`config.mk`:
```
export PLATFORM = sky130hd
export DESIGN_NAME = multdiv_ctrl
export DESIGN_NICKNAME = d
export VERILOG_FILES = /design/src/rtl/multdiv_ctrl.sv
export SDC_FILE = /design/constraint.sdc
export NUM_CORES = 1
export LEC_CHECK = 0
export ABC_AREA = 1
export CORE_MARGIN = 2
export CORE_UTILIZATION = 44
export DETAILED_ROUTE_END_ITERATION = 12
export PLACE_DENSITY = 0.93
export SETUP_SLACK_MARGIN = 0.15
export SYNTH_ARGS = -nofsm -noshare
export SYNTH_HDL_FRONTEND = slang
export SYNTH_SLANG_ARGS = --single-unit
```
`constraint.sdc`:
```
create_clock -name clock -period 6.5 [get_ports clock]
set_input_delay 0.975 -clock clock [delete_from_list [all_inputs] [get_ports clock]]
set_output_delay 0.975 -clock clock [all_outputs]
set_load 0.005 [all_outputs]
```
`src/rtl/multdiv_ctrl.sv`:
```
// multdiv_ctrl: issues one mult/div op to the shared unit, stalls while it iterates, and returns a single writeback beat.
module multdiv_ctrl #(
  parameter int WIDTH = 32,
  parameter int REG_BITS = 5,
  parameter logic [REG_BITS-1:0] RSTATUS_REG = 30,
  parameter logic [WIDTH-1:0] MULT_EXC_CODE = 4,
  parameter logic [WIDTH-1:0] DIV_EXC_CODE = 5
) (
  input  logic                clock,
  input  logic                reset,
  input  logic                in_valid,
  input  logic                is_mult,
  input  logic                is_div,
  input  logic [WIDTH-1:0]    operand_a,
  input  logic [WIDTH-1:0]    operand_b,
  input  logic [REG_BITS-1:0] in_rd,
  input  logic                flush,
  output logic [WIDTH-1:0]    md_operandA,
  output logic [WIDTH-1:0]    md_operandB,
  output logic                ctrl_MULT,
  output logic                ctrl_DIV,
  input  logic [WIDTH-1:0]    md_result,
  input  logic                md_resultRDY,
  input  logic                md_exception,
  output logic                stall,
  output logic                wb_valid,
  output logic [REG_BITS-1:0] wb_rd,
  output logic [WIDTH-1:0]    wb_data,
  output logic                wb_exception
);
  typedef enum logic [1:0] {IDLE, START, BUSY, DONE} state_t;
  state_t state_q, state_d;
  logic [WIDTH-1:0] opa_q, opa_d, opb_q, opb_d, wb_data_q, wb_data_d;
  logic [REG_BITS-1:0] rd_q, rd_d, wb_rd_q, wb_rd_d;
  logic mult_q, mult_d, wb_exc_q, wb_exc_d;
  logic accept, capture, active;
  assign accept  = in_valid & (is_mult ^ is_div) & ~flush & ~reset & (state_q == IDLE || state_q == DONE);
  assign active  = (state_q == START || state_q == BUSY) & ~flush;
  // Result is only trusted in BUSY; a stale ready during START belongs to the previous run.
  assign capture = state_q == BUSY & md_resultRDY & ~flush;
  always_comb begin
    state_d   = state_q;
    opa_d     = opa_q;
    opb_d     = opb_q;
    rd_d      = rd_q;
    mult_d    = mult_q;
    wb_rd_d   = wb_rd_q;
    wb_data_d = wb_data_q;
    wb_exc_d  = wb_exc_q;
    if (accept) begin
      state_d = START;
      opa_d   = operand_a;
      opb_d   = operand_b;
      rd_d    = in_rd;
      mult_d  = is_mult;
    end else begin
      unique case (state_q)
        START:   state_d = flush ? IDLE : BUSY;
        BUSY:    state_d = flush ? IDLE : (md_resultRDY ? DONE : BUSY);
        default: state_d = IDLE;
      endcase
    end
    if (capture) begin
      wb_rd_d   = md_exception ? RSTATUS_REG : rd_q;
      wb_data_d = md_exception ? (mult_q ? MULT_EXC_CODE : DIV_EXC_CODE) : md_result;
      wb_exc_d  = md_exception;
    end
  end
  always_ff @(posedge clock or posedge reset) begin
    if (reset) begin
      state_q   <= IDLE;
      opa_q     <= '0;
      opb_q     <= '0;
      rd_q      <= '0;
      mult_q    <= 1'b0;
      wb_rd_q   <= '0;
      wb_data_q <= '0;
      wb_exc_q  <= 1'b0;
    end else begin
      state_q   <= state_d;
      opa_q     <= opa_d;
      opb_q     <= opb_d;
      rd_q      <= rd_d;
      mult_q    <= mult_d;
      wb_rd_q   <= wb_rd_d;
      wb_data_q <= wb_data_d;
      wb_exc_q  <= wb_exc_d;
    end
  end
  assign md_operandA  = opa_q;
  assign md_operandB  = opb_q;
  assign ctrl_MULT    = state_q == START & mult_q & ~flush;
  assign ctrl_DIV     = state_q == START & ~mult_q & ~flush;
  assign stall        = accept | active;
  assign wb_valid     = state_q == DONE;
  assign wb_rd        = wb_rd_q;
  assign wb_data      = wb_data_q;
  assign wb_exception = wb_exc_q;
endmodule

```
==> results of run 1 <==
==> per-stage QoR <==
step | setup WS (ns) | power, mW | cells | cell area, µm² | hold slack, ns
floorplan | 1.50 | 0.978 | 490 | 4370 | 0.442
global placement | 2.19 | 1.27 | 812 | 6570 | 0.455
detailed placement | 2.13 | 1.29 | 812 | 6570 | 0.460
CTS | 2.13 | 1.67 | 828 | 6750 | 0.486
global route | 1.95 | 1.74 | 828 | 6750 | 0.505
finish | 2.22 | 1.65 | 828 | 6750 | 0.481
==> power by group <==
group	internal [mW]	switching [mW]	total (mW)
sequential	0.790	0.0680	0.858
combinational	0.261	0.155	0.416
clock	0.152	0.227	0.380
==> routing by layer <==
| layer | share of wire (%) | up-vias |
|---|---|---|
| met5 | 0 | - |
| met4 | 1.9 | 0 |
| met3 | 6.6 | 19 |
| met2 | 51 | 170 |
| met1 | 40 | 1923 |
| li1 | - | 1926 |
==> registers in the layout, summed over array words and instances, names as in the netlist <==
signal and count:
md_operandA 32, md_operandB 32, wb_data 32, rd_q 5, wb_rd 5, state_q 2, mult_q 1, wb_exception 1
==> worst max-delay path, cell delays in order <==
cell	delay (ns)
clkdlybuf4s50_1	0.44
inv_4	0.45
nand2_2	0.13
nor2_4	0.09
buf_4	0.52
nand2_2	0.11
nand2_1	0.08
clkdlybuf4s50_1	0.50
==> layout by cell type (no fill, tap or decap), types with 3 or more instances in the layout <==
master / netlist / routed
inv_1: 6 / 5
o21ai_0: 7 / 7
nand2_2: 3 / 3
nor2_1: 9 / 9
clkbuf_8: 0 / 10
dfrtp_1: 110 / 110
nand3_1: 70 / 70
nand2_1: 247 / 247
buf_4: 2 / 4
clkdlybuf4s50_1: 0 / 214
ha_1: 3 / 3
==> cells by family (layout without fill, tap and decap cells) <==
kind of cell / Yosys count / count (layout) / synth area share (%)
AOI/OAI and AO/OA: 8 / 8 / 0.915
adders and majority gates: 3 / 3 / 0.858
buffers and inverters: 36 / 241 / 3.92
DFF: 110 / 110 / 62.9
and+or+nand+nor: 333 / 333 / 31.4
==> area by class of cell <==
class	count	area (µm²)	share of cell area, %
Sequential cell	110	2750	40.8
Timing Repair Buffer	218	2170	32.2
Multi-Input combinational cell	344	1450	21.5
Tap cell	133	166	2.46
Clock buffer	10	138	2.04
Clock inverter	6	46.3	0.686
Inverter	7	28.8	0.426
==> final timing paths <==
path	startpoint	slack [ns]	endpoint	cells past startpoint
hold reg to reg	md_operandA[22]	0.48	md_operandA[22]	2
setup / recovery	reset	2.22	stall	8
hold / removal	md_operandA[22]	0.48	md_operandA[22]	2
max in group asynchronous	reset	4.28	wb_data[21]	3
min in group asynchronous	reset	1.03	md_operandB[8]	2
setup reg to reg	state_q[0]	3.84	wb_data[15]	6
==> metrics.txt, run 1 <==
status completed; GP Congestion 0.814; Cell Pwr Density 245 nW/µm²; crit end category primary output; dpl hpwl 8.81 mm; Initial Utilization 44.9%; H-tree depth 3; post-CTS sizing 0; Clock transition at path regs 0.10 ns; CTS buffer count 9; ranking of synthesized cells by area dfrtp_1, nand2_1, nand3_1, buf_2, ha_1; VDD IR max 123 µV; antenna viol nets, final 0; pin count of the biggest net entering global routing 72; Tightest Hold Check Type reg -> reg; initial antenna violation count 0; critical path data required time 5.52 ns; IO Pins 215; # rows 36; DIE HEIGHT 104 µm; Total GRT Usage 22.9%; post-synthesis cell count 490; Crit path arrival time 3.31 ns; Pins Over Slew Limit 0; IO Port Bufs 214; crit-path max FO 71; layout cells sized above 1 4.17%; fin nets 802; achievable clock frequency 234 MHz; Die Area 10,800 µm²; DRC Markers 0; Pleak 3.31 nW; Fin. Hold Viols 0; vias in the first global route 4,128; utilization after layout 69.4%; sequential share of the synthesized area 62.9%; area leader, netlist dfrtp_1; clk_skew 0.0112 ns; Slew HR 14.7%; wire length per cell 14.7 µm; RSZ-0062 raised after global routing no; count leader, synth nand2_1; CTS Hold Bufs 0; Most Crowded Layer GR met2; root buf cell clkbuf_8; minimum clock period after layout 4.28 ns; Max clock buf depth 2; Antenna Cells 0; Synth Warn # 0; CP startpoint kind primary input; top-area cell type share of the netlist area 62.9%; initial DRC count 222; grt ovf 0; vias per std cell 4.88; Synth top cells by count nand2_1, dfrtp_1, nand3_1; critical path class in -> out; EDFF count, synth 0; total of max-cap violations 0; # setup viols final 0; Global Route met3 Usage 4.78%; Post-CTS Setup Bufs 0; Pre-antenna DRT Iters 4; GRT met1 Usage 28.0%; Final TNS setup 0 ns; Core ar. 9730 µm²; Mapped Nets 602; clock sinks 110; Post-Syn Area 4370 µm²; Post-Route WL 12.2 mm; share of synthesized registers carrying an async set or reset 100%; Skew-Pair Late Insertion Delay 0.36 ns; Filler cells 736; Slew @ Worst Pin 1.28 ns; Avg Cell Area, Syn 8.92 µm²; flops & latches, synth 110; CTS tree yes; met2 Use GR 40.1%; vias 4,038; global-route wire length before repair 20.0 mm; Netlist cell types 18; area growth from synthesis to layout 54.4%; final worst path period share 65.9%; DIE WIDTH 104 µm; Synth Flop Type dfrtp_1
No activity file was read; power rests on OpenSTA's default activity.
==> run 2, diff against run 1 <==
--- a/config.mk
+++ b/config.mk
@@ -7,9 +7,9 @@
 export LEC_CHECK = 0
 export ABC_AREA = 1
 export CORE_MARGIN = 2
-export CORE_UTILIZATION = 44
+export CORE_UTILIZATION = 37
 export DETAILED_ROUTE_END_ITERATION = 12
-export PLACE_DENSITY = 0.93
+export PLACE_DENSITY = 0.84
 export SETUP_SLACK_MARGIN = 0.15
 export SYNTH_ARGS = -nofsm -noshare
 export SYNTH_HDL_FRONTEND = slang
==> constraint.sdc (replaced) <==
create_clock -name clock -period 3.9 [get_ports clock]
set_input_delay 0.585 -clock clock [delete_from_list [all_inputs] [get_ports clock]]
set_output_delay 0.585 -clock clock [all_outputs]
set_load 0.005 [all_outputs]
==> run 2 against run 1 <==
  * Non-clock buffer count rose by 2
  * Die area rose by 18%
  * Via count fell by 0.57%
  * Final cell count rose by 1.3%
  * Worst setup slack got worse by 0.88 ns
  * Critical path type unchanged
  * Critical endpoint unchanged
  * Largest power group unchanged
  * Highest routed layer unchanged
==> metrics.txt, run 2 (synthesis gave the netlist of run 1 again) <==
status completed; vias 4,015; Setup crit start flush; crit-path max FO 3; CTS Hold Bufs 0; CTS buffer count 9; Switch Pwr 741 µW; Final Non-Filler Cells 839; Slew HR 50.3%; Total GRT Usage 18.9%; Placement Cell Area 6600 µm²; Crit path arrival time 1.97 ns; critical path class in -> out; WHS 0.469 ns; RSZ-0062 raised after global routing no; Net Sw Frac 24.5%; initial antenna violation count 0; DIE HEIGHT 113 µm; grt ovf 0; root buf cell clkbuf_16; R2R setup slack 2.05 ns; Fin. Hold Viols 0; Final TNS setup 0 ns; Post-CTS Setup Bufs 0; Initial Utilization 38.1%; # setup viols final 0; DRC Markers 0; Clock transition at path regs 0.07 ns; wire length per cell 14.1 µm; critical path data required time 3.31 ns; commonest non-fill, non-tap cell in the layout nand2_1; IO Port Bufs 214; post-CTS sizing 0; IO Pins 215; global-route wire length before repair 19.6 mm; DIE WIDTH 113 µm; CTS tree yes; fin nets 804; total of max-cap violations 0; GP Congestion 0.812; # rows 39; reg2reg start state_q[0]; CP startpoint kind primary input; minimum clock period after layout 2.56 ns; Tightest Hold Check Type reg -> reg; pin count of the biggest net entering global routing 72; vias in the first global route 4,102; Cell Int Power 2.28 mW; final worst path period share 65.6%; crit end category primary output; clk_skew 0.00781 ns; Pre-antenna DRT Iters 4; Skew-Pair Late Insertion Delay 0.34 ns; Slew @ Worst Pin 0.745 ns; initial DRC count 199; layout cells sized above 1 4.17%; H-tree depth 3; clock power share 30.1%; Max clock buf depth 2; dpl hpwl 8.48 mm; Core ar. 11,500 µm²; VDD IR max 278 µV; Logic pwr share 22.8%; sequential share of power 47.1%; Post-Route WL 11.8 mm; Antenna Cells 0; Pleak 3.38 nW; clock sinks 110; Worst Hold Launch md_operandA[20]; achievable clock frequency 391 MHz; cell area after layout 6900 µm²; Pins Over Slew Limit 0; most frequent cells in the layout nand2_1, clkdlybuf4s50_1, dfrtp_1; DP Cell Count 824; antenna viol nets, final 0; Die Area 12,700 µm²; vias per std cell 4.79; Cell Pwr Density 439 nW/µm²; area growth from synthesis to layout 57.7%
run 2: cell types whose count changed in the layout (fill, tap and decap cells not counted), sizes merged:
cell | before | now
buf | 4 | 6
bufinv | 0 | 1
clkbuf | 10 | 12
clkinv | 3 | 2
clkinvlp | 2 | 1
inv | 8 | 6
run 2: per-stage QoR:
stage	utilization [%]	setup slack, ns	power [mW]
after floorplan	-	0.401	1.63
final	60.2	1.34	3.03
after global routing	60.2	1.23	3.20
after global placement	57.5	1.35	2.12
after detailed placement	57.5	1.34	2.14
after CTS	60.2	1.34	3.07
run 2: final timing paths:
path / end / cells past startpoint
setup / recovery: stall / 7
hold / removal: md_operandA[20] / 2
setup reg to reg: wb_data[17] / 7
hold reg to reg: md_operandA[20] / 2
max in group asynchronous: md_operandB[31] / 4
min in group asynchronous: wb_data[8] / 3
run 2: final cells by class:
type | count | area [µm²]
Fill cell | 954 | 4570
Sequential cell | 110 | 2750
Timing Repair Buffer | 220 | 2190
Multi-Input combinational cell | 344 | 1450
Clock buffer | 12 | 256
Tap cell | 143 | 179
Clock inverter | 3 | 43.8
Inverter | 7 | 30.0
run 2: critical path: stages:
cell and delay, ns:
clkdlybuf4s50_1 0.48, inv_2 0.13, nand2_2 0.07, nor2_4 0.09, nand2_2 0.05, nand2_1 0.06, clkdlybuf4s50_1 0.50
run 2: power groups by stage:
stage / Clock (mW) / Combinational [mW] / Sequential (mW)
2_1_floorplan: 0 / 0.189 / 1.44
3_3_place_gp: 0 / 0.686 / 1.43
3_5_place_dp: 0 / 0.703 / 1.44
4_1_cts: 0.939 / 0.704 / 1.42
5_1_grt: 0.994 / 0.761 / 1.45
6_report: 0.911 / 0.690 / 1.42
run 2: routing by layer:
layer / global-route usage (%) / routed length, µm
met3: 5.95 / 1120
met1: 23.5 / 4820
met5: 0 / 0
met2: 31.7 / 5660
met4: 6.18 / 240
